File: src/rtl/imem_loader_pkg.sv
// Shared types and constants for the boot-time instruction/data memory loader.
package imem_loader_pkg;

  localparam int BYTES_PER_WORD = 4;
  localparam int HDR_W          = 16;

  typedef enum logic [2:0] {
    CLEAR,
    HDR_HI,
    HDR_LO,
    WORD,
    DATA,
    DONE,
    ERR
  } state_t;

endpackage

File: src/rtl/imem_loader_byte_packer.sv
// Packs accepted stream bytes big-endian into 32-bit words; the word and its
// valid pulse are combinational so the caller can register them on the 4th byte.
module byte_packer
  import imem_loader_pkg::*;
(
  input  logic        clk,
  input  logic        rst_n,
  input  logic        push,
  input  logic [7:0]  data,
  output logic        word_valid,
  output logic [31:0] word
);

  // Only the three earlier bytes need storing; the fourth arrives with the push.
  logic [23:0] shift;
  logic [1:0]  cnt;

  assign word       = {shift, data};
  assign word_valid = push && (cnt == 2'(BYTES_PER_WORD - 1));

  always_ff @(posedge clk) begin
    if (!rst_n) begin
      shift <= '0;
      cnt   <= '0;
    end else if (push) begin
      shift <= word[23:0];
      cnt   <= cnt + 2'd1;
    end
  end

endmodule

File: src/rtl/imem_loader.sv
// Boot loader: clears instruction memory, loads a length-prefixed byte stream
// into it plus data word 0, then releases the CPU from reset.
module imem_loader
  import imem_loader_pkg::*;
#(
  parameter int IMEM_DEPTH = 256,
  parameter int ADDR_W     = 8
) (
  input  logic              clk_i,
  input  logic              rst_i,
  input  logic [7:0]        data_i,
  input  logic              valid_i,
  output logic              ready_o,
  output logic              imem_we_o,
  output logic [ADDR_W-1:0] imem_addr_o,
  output logic [31:0]       imem_data_o,
  output logic              dmem_we_o,
  output logic [31:0]       dmem_data_o,
  output logic              cpu_rst_o,
  output logic              start_o,
  output logic              error_o
);

  localparam logic [ADDR_W-1:0] LAST_IDX = ADDR_W'(IMEM_DEPTH - 1);

  state_t            state, state_nx;
  logic [ADDR_W-1:0] idx, idx_nx;
  logic [HDR_W-1:0]  count, count_nx;
  logic [HDR_W-1:0]  hdr_word;

  logic              accept;
  logic              push;
  logic              word_valid;
  logic [31:0]       word;

  logic              imem_we_nx;
  logic [ADDR_W-1:0] imem_addr_nx;
  logic [31:0]       imem_data_nx;
  logic              dmem_we_nx;
  logic [31:0]       dmem_data_nx;

  assign accept   = valid_i && ready_o;
  assign push     = accept && ((state == WORD) || (state == DATA));
  assign hdr_word = {count[HDR_W-1:8], data_i};

  byte_packer u_packer (
    .clk        (clk_i),
    .rst_n      (rst_i),
    .push       (push),
    .data       (data_i),
    .word_valid (word_valid),
    .word       (word)
  );

  always_ff @(posedge clk_i) begin
    if (!rst_i) begin
      state <= CLEAR;
      idx   <= '0;
      count <= '0;
    end else begin
      state <= state_nx;
      idx   <= idx_nx;
      count <= count_nx;
    end
  end

  always_comb begin
    state_nx     = state;
    idx_nx       = idx;
    count_nx     = count;
    imem_we_nx   = 1'b0;
    imem_addr_nx = imem_addr_o;
    imem_data_nx = imem_data_o;
    dmem_we_nx   = 1'b0;
    dmem_data_nx = dmem_data_o;

    case (state)
      CLEAR: begin
        imem_we_nx   = 1'b1;
        imem_addr_nx = idx;
        imem_data_nx = '0;
        if (idx == LAST_IDX) begin
          idx_nx   = '0;
          state_nx = HDR_HI;
        end else begin
          idx_nx = idx + 1'b1;
        end
      end
      HDR_HI: begin
        if (accept) begin
          count_nx = {data_i, 8'h00};
          state_nx = HDR_LO;
        end
      end
      HDR_LO: begin
        if (accept) begin
          count_nx = hdr_word;
          idx_nx   = '0;
          if (32'(hdr_word) > 32'(IMEM_DEPTH))
            state_nx = ERR;
          else if (hdr_word == '0)
            state_nx = DATA;
          else
            state_nx = WORD;
        end
      end
      WORD: begin
        if (word_valid) begin
          imem_we_nx   = 1'b1;
          imem_addr_nx = idx;
          imem_data_nx = word;
          // Widen before incrementing so a full-depth load does not wrap.
          if ((32'(idx) + 32'd1) == 32'(count)) begin
            idx_nx   = '0;
            state_nx = DATA;
          end else begin
            idx_nx = idx + 1'b1;
          end
        end
      end
      DATA: begin
        if (word_valid) begin
          dmem_we_nx   = 1'b1;
          dmem_data_nx = word;
          state_nx     = DONE;
        end
      end
      default: begin
        state_nx = state;
      end
    endcase
  end

  // Status outputs follow the registered state, so they lag a transition by one edge.
  always_ff @(posedge clk_i) begin
    if (!rst_i) begin
      ready_o     <= 1'b0;
      imem_we_o   <= 1'b0;
      imem_addr_o <= '0;
      imem_data_o <= '0;
      dmem_we_o   <= 1'b0;
      dmem_data_o <= '0;
      cpu_rst_o   <= 1'b0;
      start_o     <= 1'b0;
      error_o     <= 1'b0;
    end else begin
      ready_o     <= (state == HDR_HI) || (state == HDR_LO) ||
                     (state == WORD)   || (state == DATA);
      imem_we_o   <= imem_we_nx;
      imem_addr_o <= imem_addr_nx;
      imem_data_o <= imem_data_nx;
      dmem_we_o   <= dmem_we_nx;
      dmem_data_o <= dmem_data_nx;
      cpu_rst_o   <= (state == DONE);
      start_o     <= (state == DONE);
      error_o     <= (state == ERR);
    end
  end

endmodule

File: config.mk
export PLATFORM = sky130hd
export DESIGN_NAME = imem_loader
export DESIGN_NICKNAME = d
export VERILOG_FILES = /design/src/rtl/imem_loader_pkg.sv /design/src/rtl/imem_loader_byte_packer.sv /design/src/rtl/imem_loader.sv
export SDC_FILE = /design/constraint.sdc
export NUM_CORES = 1
export LEC_CHECK = 0
export CAP_MARGIN = 25
export CORE_UTILIZATION = 46
export DETAILED_ROUTE_END_ITERATION = 10
export GPL_TIMING_DRIVEN = 0
export PLACE_DENSITY = 0.8
export RECOVER_POWER = 100
export SLEW_MARGIN = 20
export SYNTH_ARGS = -nofsm -noshare
export SYNTH_HDL_FRONTEND = slang
export SYNTH_SLANG_ARGS = --single-unit
File: constraint.sdc
create_clock -name clk_i -period 3 [get_ports clk_i]
set_input_delay 0.3 -clock clk_i [delete_from_list [all_inputs] [get_ports clk_i]]
set_output_delay 0.3 -clock clk_i [all_outputs]
set_load 0.05 [all_outputs]
# ---- Word level (Yosys, flattened, before mapping)
# Index checks and enable logic that the tools add are counted.
dict set report classes {
  n_reduce_logical 20
  n_mul 0
  mux 23
  n_lt_le_gt_ge 1
  n_div 0
  shift 0
  bitwise_logic 1
  n_addsub 3
  n_eq_ne 15
}
# cell n
set op_table {}
lappend op_table {{one-hot mux 32 bit (2 select lines)} 1}
lappend op_table {{2-to-1 mux 8 bit} 6}
lappend op_table {{2-to-1 mux 32 bit} 1}
lappend op_table {{one-hot mux 16 bit (2 select lines)} 1}
lappend op_table {{2-to-1 mux 3 bit} 8}
lappend op_table {{one-hot mux 8 bit (3 select lines)} 1}
lappend op_table {{== test 9 x 16 -> 1 bit} 1}
lappend op_table {{greater-than comparator 16 x 9 -> 1 bit, second input constant} 1}
lappend op_table {{logical NOT 16 bit} 1}
lappend op_table {{2-to-1 mux 16 bit} 1}
lappend op_table {{one-hot mux 8 bit (2 select lines)} 1}
lappend op_table {{one-hot mux 3 bit (5 select lines)} 1}
lappend op_table {{adder 8 x 1 -> 9 bit, second input constant} 1}
lappend op_table {{== test 3 bit, second input constant} 3}
lappend op_table {{AND reduction 3 bit} 3}
lappend op_table {{adder 8 x 1 -> 8 bit, second input constant} 1}
lappend op_table {{== test 8 bit, second input constant} 1}
lappend op_table {{AND reduction 7 bit} 1}
lappend op_table {{== test 3 x 2 -> 1 bit, second input constant} 2}
lappend op_table {{!= test 2 x 1 -> 1 bit, second input constant} 3}
lappend op_table {{!= test 2 bit, second input constant} 3}
lappend op_table {{AND reduction 2 bit} 3}
lappend op_table {{nonzero test 5 bit} 1}
lappend op_table {{logical OR 1 bit} 4}
lappend op_table {{other kinds (10)} 13}
dict set report word_totals {
  in_bits 11
  n_memories 0
  mem_bits_rw 0
  wordCells 77
  out_inout_bits 78
  regBits 130
  latch_bits 0
  romBits 0
}

# ---- Longest topological paths before layout
dict set report depth {
  ltp_word 6
  ltp_mapped 8
}

# ---- Cells and area by module
# A second synthesis with hierarchy kept.
dict set report hier_totals {
  cells_unflattened 551
  hier_area_um2 5182.5
}
# mod cells_per_inst n_inst area_per_inst_um2
set modules_own_cells {}
lappend modules_own_cells {imem_loader 458 1 4106.4}
lappend modules_own_cells {byte_packer 93 1 1076.0}

# ---- Least setup slack after synthesis
# Ideal clock, no wire load.
dict set report synth_timing {
  path_type {register -> register}
  from {reg ready_o}
  to {reg imem_data_o[10]}
  slack_ns 0.942
  synth_period_minus_slack_ns 2.058
  path_stages_with_launch 8
  arrival_time_ns 1.998
  path_cell_list {dfxtp_1 -> nand2_1 -> a211oi_2 -> and3_1 -> and2_1 -> buf_2 -> buf_2 -> a22o_1}
}
dict set report synth_via {
  elab_chain_len 5
}
# item line_no
set synth_rtl {}
lappend synth_rtl {{start, declared} imem_loader.sv:13} ;# output logic ready_o,
lappend synth_rtl {{start signal, assigned} imem_loader.sv:147} ;# ready_o <= (state == HDR_HI) || (state == HDR_LO) ||
lappend synth_rtl {{logical AND 1 bit} imem_loader.sv:42} ;# assign accept = valid_i && ready_o;
lappend synth_rtl {{logical AND 1 bit} imem_loader.sv:43} ;# assign push = accept && ((state == WORD) || (state == DATA));
lappend synth_rtl {{logical AND 1 bit} imem_loader_byte_packer.sv:19} ;# assign word_valid = push && (cnt == 2'(BYTES_PER_WORD - 1));
lappend synth_rtl {{!= test 2 x 1 -> 1 bit (no line)} --}
lappend synth_rtl {{AND reduction 2 bit (no line)} --}
lappend synth_rtl {{end signal, assigned} imem_loader.sv:151} ;# imem_data_o <= imem_data_nx;
lappend synth_rtl {{end, declared} imem_loader.sv:16} ;# output logic [31:0] imem_data_o,
# No other way between the ends.
# A chain may end at the register's enable or synchronous reset.

# ---- Final worst setup path
dict set report layout_timing {
  from {reg u_packer.cnt[0]}
  to {reg imem_data_o[3]}
}
dict set report layout_via {
  elab_chain_len 4
}
# item line_no
set layout_rtl {}
lappend layout_rtl {{start, declared} imem_loader_byte_packer.sv:16} ;# logic [1:0] cnt;
lappend layout_rtl {{start signal, assigned} imem_loader_byte_packer.sv:27} ;# cnt <= cnt + 2'd1;
lappend layout_rtl {{== test 2 bit} imem_loader_byte_packer.sv:19}
lappend layout_rtl {{logical AND 1 bit} imem_loader_byte_packer.sv:19}
lappend layout_rtl {{!= test 2 x 1 -> 1 bit (no line)} --}
lappend layout_rtl {{AND reduction 2 bit (no line)} --}
# No other way between the ends.

==> key figures <==
Yosys
  – Post-synth top cells: nand2_1, dfxtp_1, a21oi_1
  – Post-Syn Nets: 587
  – Synth Cell Area: 0.005036 mm^2
  – Yosys cell types: 56
  – Most frequent cell after synthesis: nand2_1
  – Synthesis Warnings: 0
  – Synth Instances: 574
  – EDFF count, synth: 0
  – Sequential area share after synthesis: 51.68%
  – Synth top area share: 51.68%
  – Avg Inst Size Synth: 8.774 um^2
  – Ys flop type: dfxtp_1
  – Synth area leaders: dfxtp_1, nand2_1, a21oi_1
  – Ys async rst share: 0%
  – #FFs+latches synth: 130
  – Yosys top cell by area: dfxtp_1

Floorplanning
  – Row count: 37
  – Starting density of the core: 48.13%
  – Die W: 106.6 um
  – Io pins: 89
  – Die height: 106.6 um
  – Core Area: 0.01046 mm^2
  – Die footprint: 0.01137 mm^2

Route
  – Vias per cell: 5.624
  – Vias: 4668
  – DR DRC count: 0
  – Total wire length: 13880 um
  – DRT iter0 DRCs: 279
  – Routed Antenna Nets: 0
  – DR pass1 iterations: 7
  – Avg WL per Cell: 16.72 um

Clock tree
  – Post_cts resized: 0
  – Depth of the CTS H-tree: 4
  – Clock Latency Late Sink: 0.52 ns
  – CTS hold repair buffers: 0
  – Clk buf depth: 2
  – Clk sinks: 130
  – CTS tree: built
  – Buffer count from post-CTS setup fixing: 0
  – Clock-pin slew on the worst setup and hold paths: 0.06 ns
  – Total CTS buffers: 17
  – Clk root buf: clkbuf_8

Worst setup path
  – R2r startpoint: u_packer.cnt[0]
  – Required time of the critical path: 3.46 ns
  – R2R setup slack: 0.49 ns
  – Reg2reg path depth: 8
  – Setup CP Type: reg -> reg
  – Worst reg2reg endpoint: imem_data_o[3]
  – Crit-path max FO: 10
  – Critical path launch point type: register
  – Arr. time, crit path: 2.97 ns
  – Crit end category: register

Power
  – Clk network pwr share: 51.6%
  – NetSw: 0.8826 mW
  – Sequential share of power: 45.3%
  – Combinational Power Share: 3.1%
  – Power Total: 3.850 mW
  – VDD IR max: 376.0 uV
  – Pwr dens: 579.3 mW/mm^2
  – Internal power: 2.967 mW
  – P_leak: 2.663 nW
  – Net Sw Frac: 22.93%

Place
  – Placed cell area: 0.006087 mm^2
  – HPWL Detailed: 9787 um
  – Cells after DPL: 798
  – GP Congestion: 0.8972
  – Place WS: 0.3989 ns
  – Input/output buffers: 88

STA
  – Max Slew Vio Count: 0
  – Least-Margin Pin Slew: 0.7412 ns
  – Setup Skew: 0.007400 ns
  – Setup TNS: 0 ns
  – RSZ-0062 raised after global routing: false
  – Fmax: 0.3988 GHz
  – Period utilization: 83.57%
  – Hold_ws: 0.4543 ns
  – Hold Vio Cnt, Final: 0
  – Final setup viols: 0
  – Final min period: 2.507 ns
  – Slew margin rel.: 50.59%
  – Final worst setup slack: 0.4928 ns

Cells and area
  – Share of cells above drive strength 1: 7.781%
  – Post-route design area: 0.006645 mm^2
  – Non-filler cells, final: 830
  – Fin nets: 694
  – Synthesis-to-layout area growth: 31.95%
  – # diodes: 0
  – Util after Layout: 63.51%

Worst hold path
  – Hold path cells: 2
  – Worst min path class: reg -> reg
  – Hold path start: dmem_data_o[11]
  – Hold worst-path end: dmem_data_o[11]

Job
  – Max-cap violation count: 0

Global route
  – Initial antenna violation count: 0
  – Vias in the first global route: 4549
  – GRT Overall Usage: 25.64%
  – Largest net degree at the start of global routing: 17
  – First-pass GRT wire length: 22710 um
  – Grt ovf: 0

Outcome
  – Status: finished, final reports clean
final cells by class:
| type | instances | area (um^2) |
|---|---|---|
| timing repair buffer | 88 | 880.8 |
| sequential | 130 | 2603 |
| inverter | 6 | 22.52 |
| fill | 898 | 3817 |
| tap | 136 | 170.2 |
| clock buffer | 18 | 417.9 |
| multi-input combinational | 398 | 2217 |
| clock inverter | 14 | 156.4 |
| buffer | 40 | 177.7 |
cell usage in the layout, fill, tap and decap left out, drive strengths merged, types with 8 or more instances in the layout:
| cell type | instances |
|---|---|
| nand2 | 134 |
| dfxtp | 130 |
| dlygate4sd3 | 79 |
| a21oi | 72 |
| clkbuf | 45 |
| nor2 | 34 |
| a22o | 33 |
| nand3 | 15 |
| buf | 13 |
| nand2b | 10 |
| a22oi | 9 |
| clkdlybuf4s50 | 9 |
| inv | 9 |
| mux2i | 8 |
worst max path at each step:
stage | from | endpoint | cells past startpoint
2_1_floorplan | ready_o | imem_data_o[10] | 7
3_3_place_gp | valid_i | imem_data_o[31] | 8
3_5_place_dp | valid_i | imem_data_o[3] | 8
4_1_cts | u_packer.cnt[0] | imem_data_o[3] | 8
5_1_grt | u_packer.cnt[0] | imem_data_o[10] | 8
6_report | u_packer.cnt[0] | imem_data_o[3] | 8
state kept, by name, indices dropped and copies added, names as in the netlist, 2 cells and up:
name / count
dmem_data_o: 32
imem_data_o: 32
u_packer.shift: 24
count: 16
idx: 8
imem_addr_o: 8
state: 3
u_packer.cnt: 2
layer usage:
metal / global-route usage, % / up-vias / wire, um
met4: 12.13 / 0 / 389
met2: 40.55 / 206 / 6533
met1: 33.36 / 2202 / 6012
met3: 5.471 / 35 / 943
met5: 0 / - / 0
li1: - / 2225 / -
logic make-up after synthesis:
family,Yosys count,synth area share (%)
buf+inv,46,4.099
xor+xnor,12,2.087
fa+ha+maj,2,0.4968
mux,8,1.590
simple gates,226,20.00
compound gates,150,20.05
flops,130,51.68
critical path, cell delays in order (launching register included):
cell and delay [ns]:
dfxtp_1 0.35, ha_1 0.25, a21boi_0 0.18, a211oi_2 0.48
and3_1 0.31, and2_0 0.15, clkbuf_1 0.27, buf_2 0.30
a22o_1 0.16
power by group through the flow:
stage,clock (mW),combinational (mW),sequential [mW]
after CTS,2.00,0.121,1.74
after global routing,2.09,0.128,1.74
after detailed placement,0,0.120,1.78
final,1.99,0.120,1.74
after floorplan,0,0.0562,1.79
after global placement,0,0.117,1.78
Power figures use the tool's default switching activity.
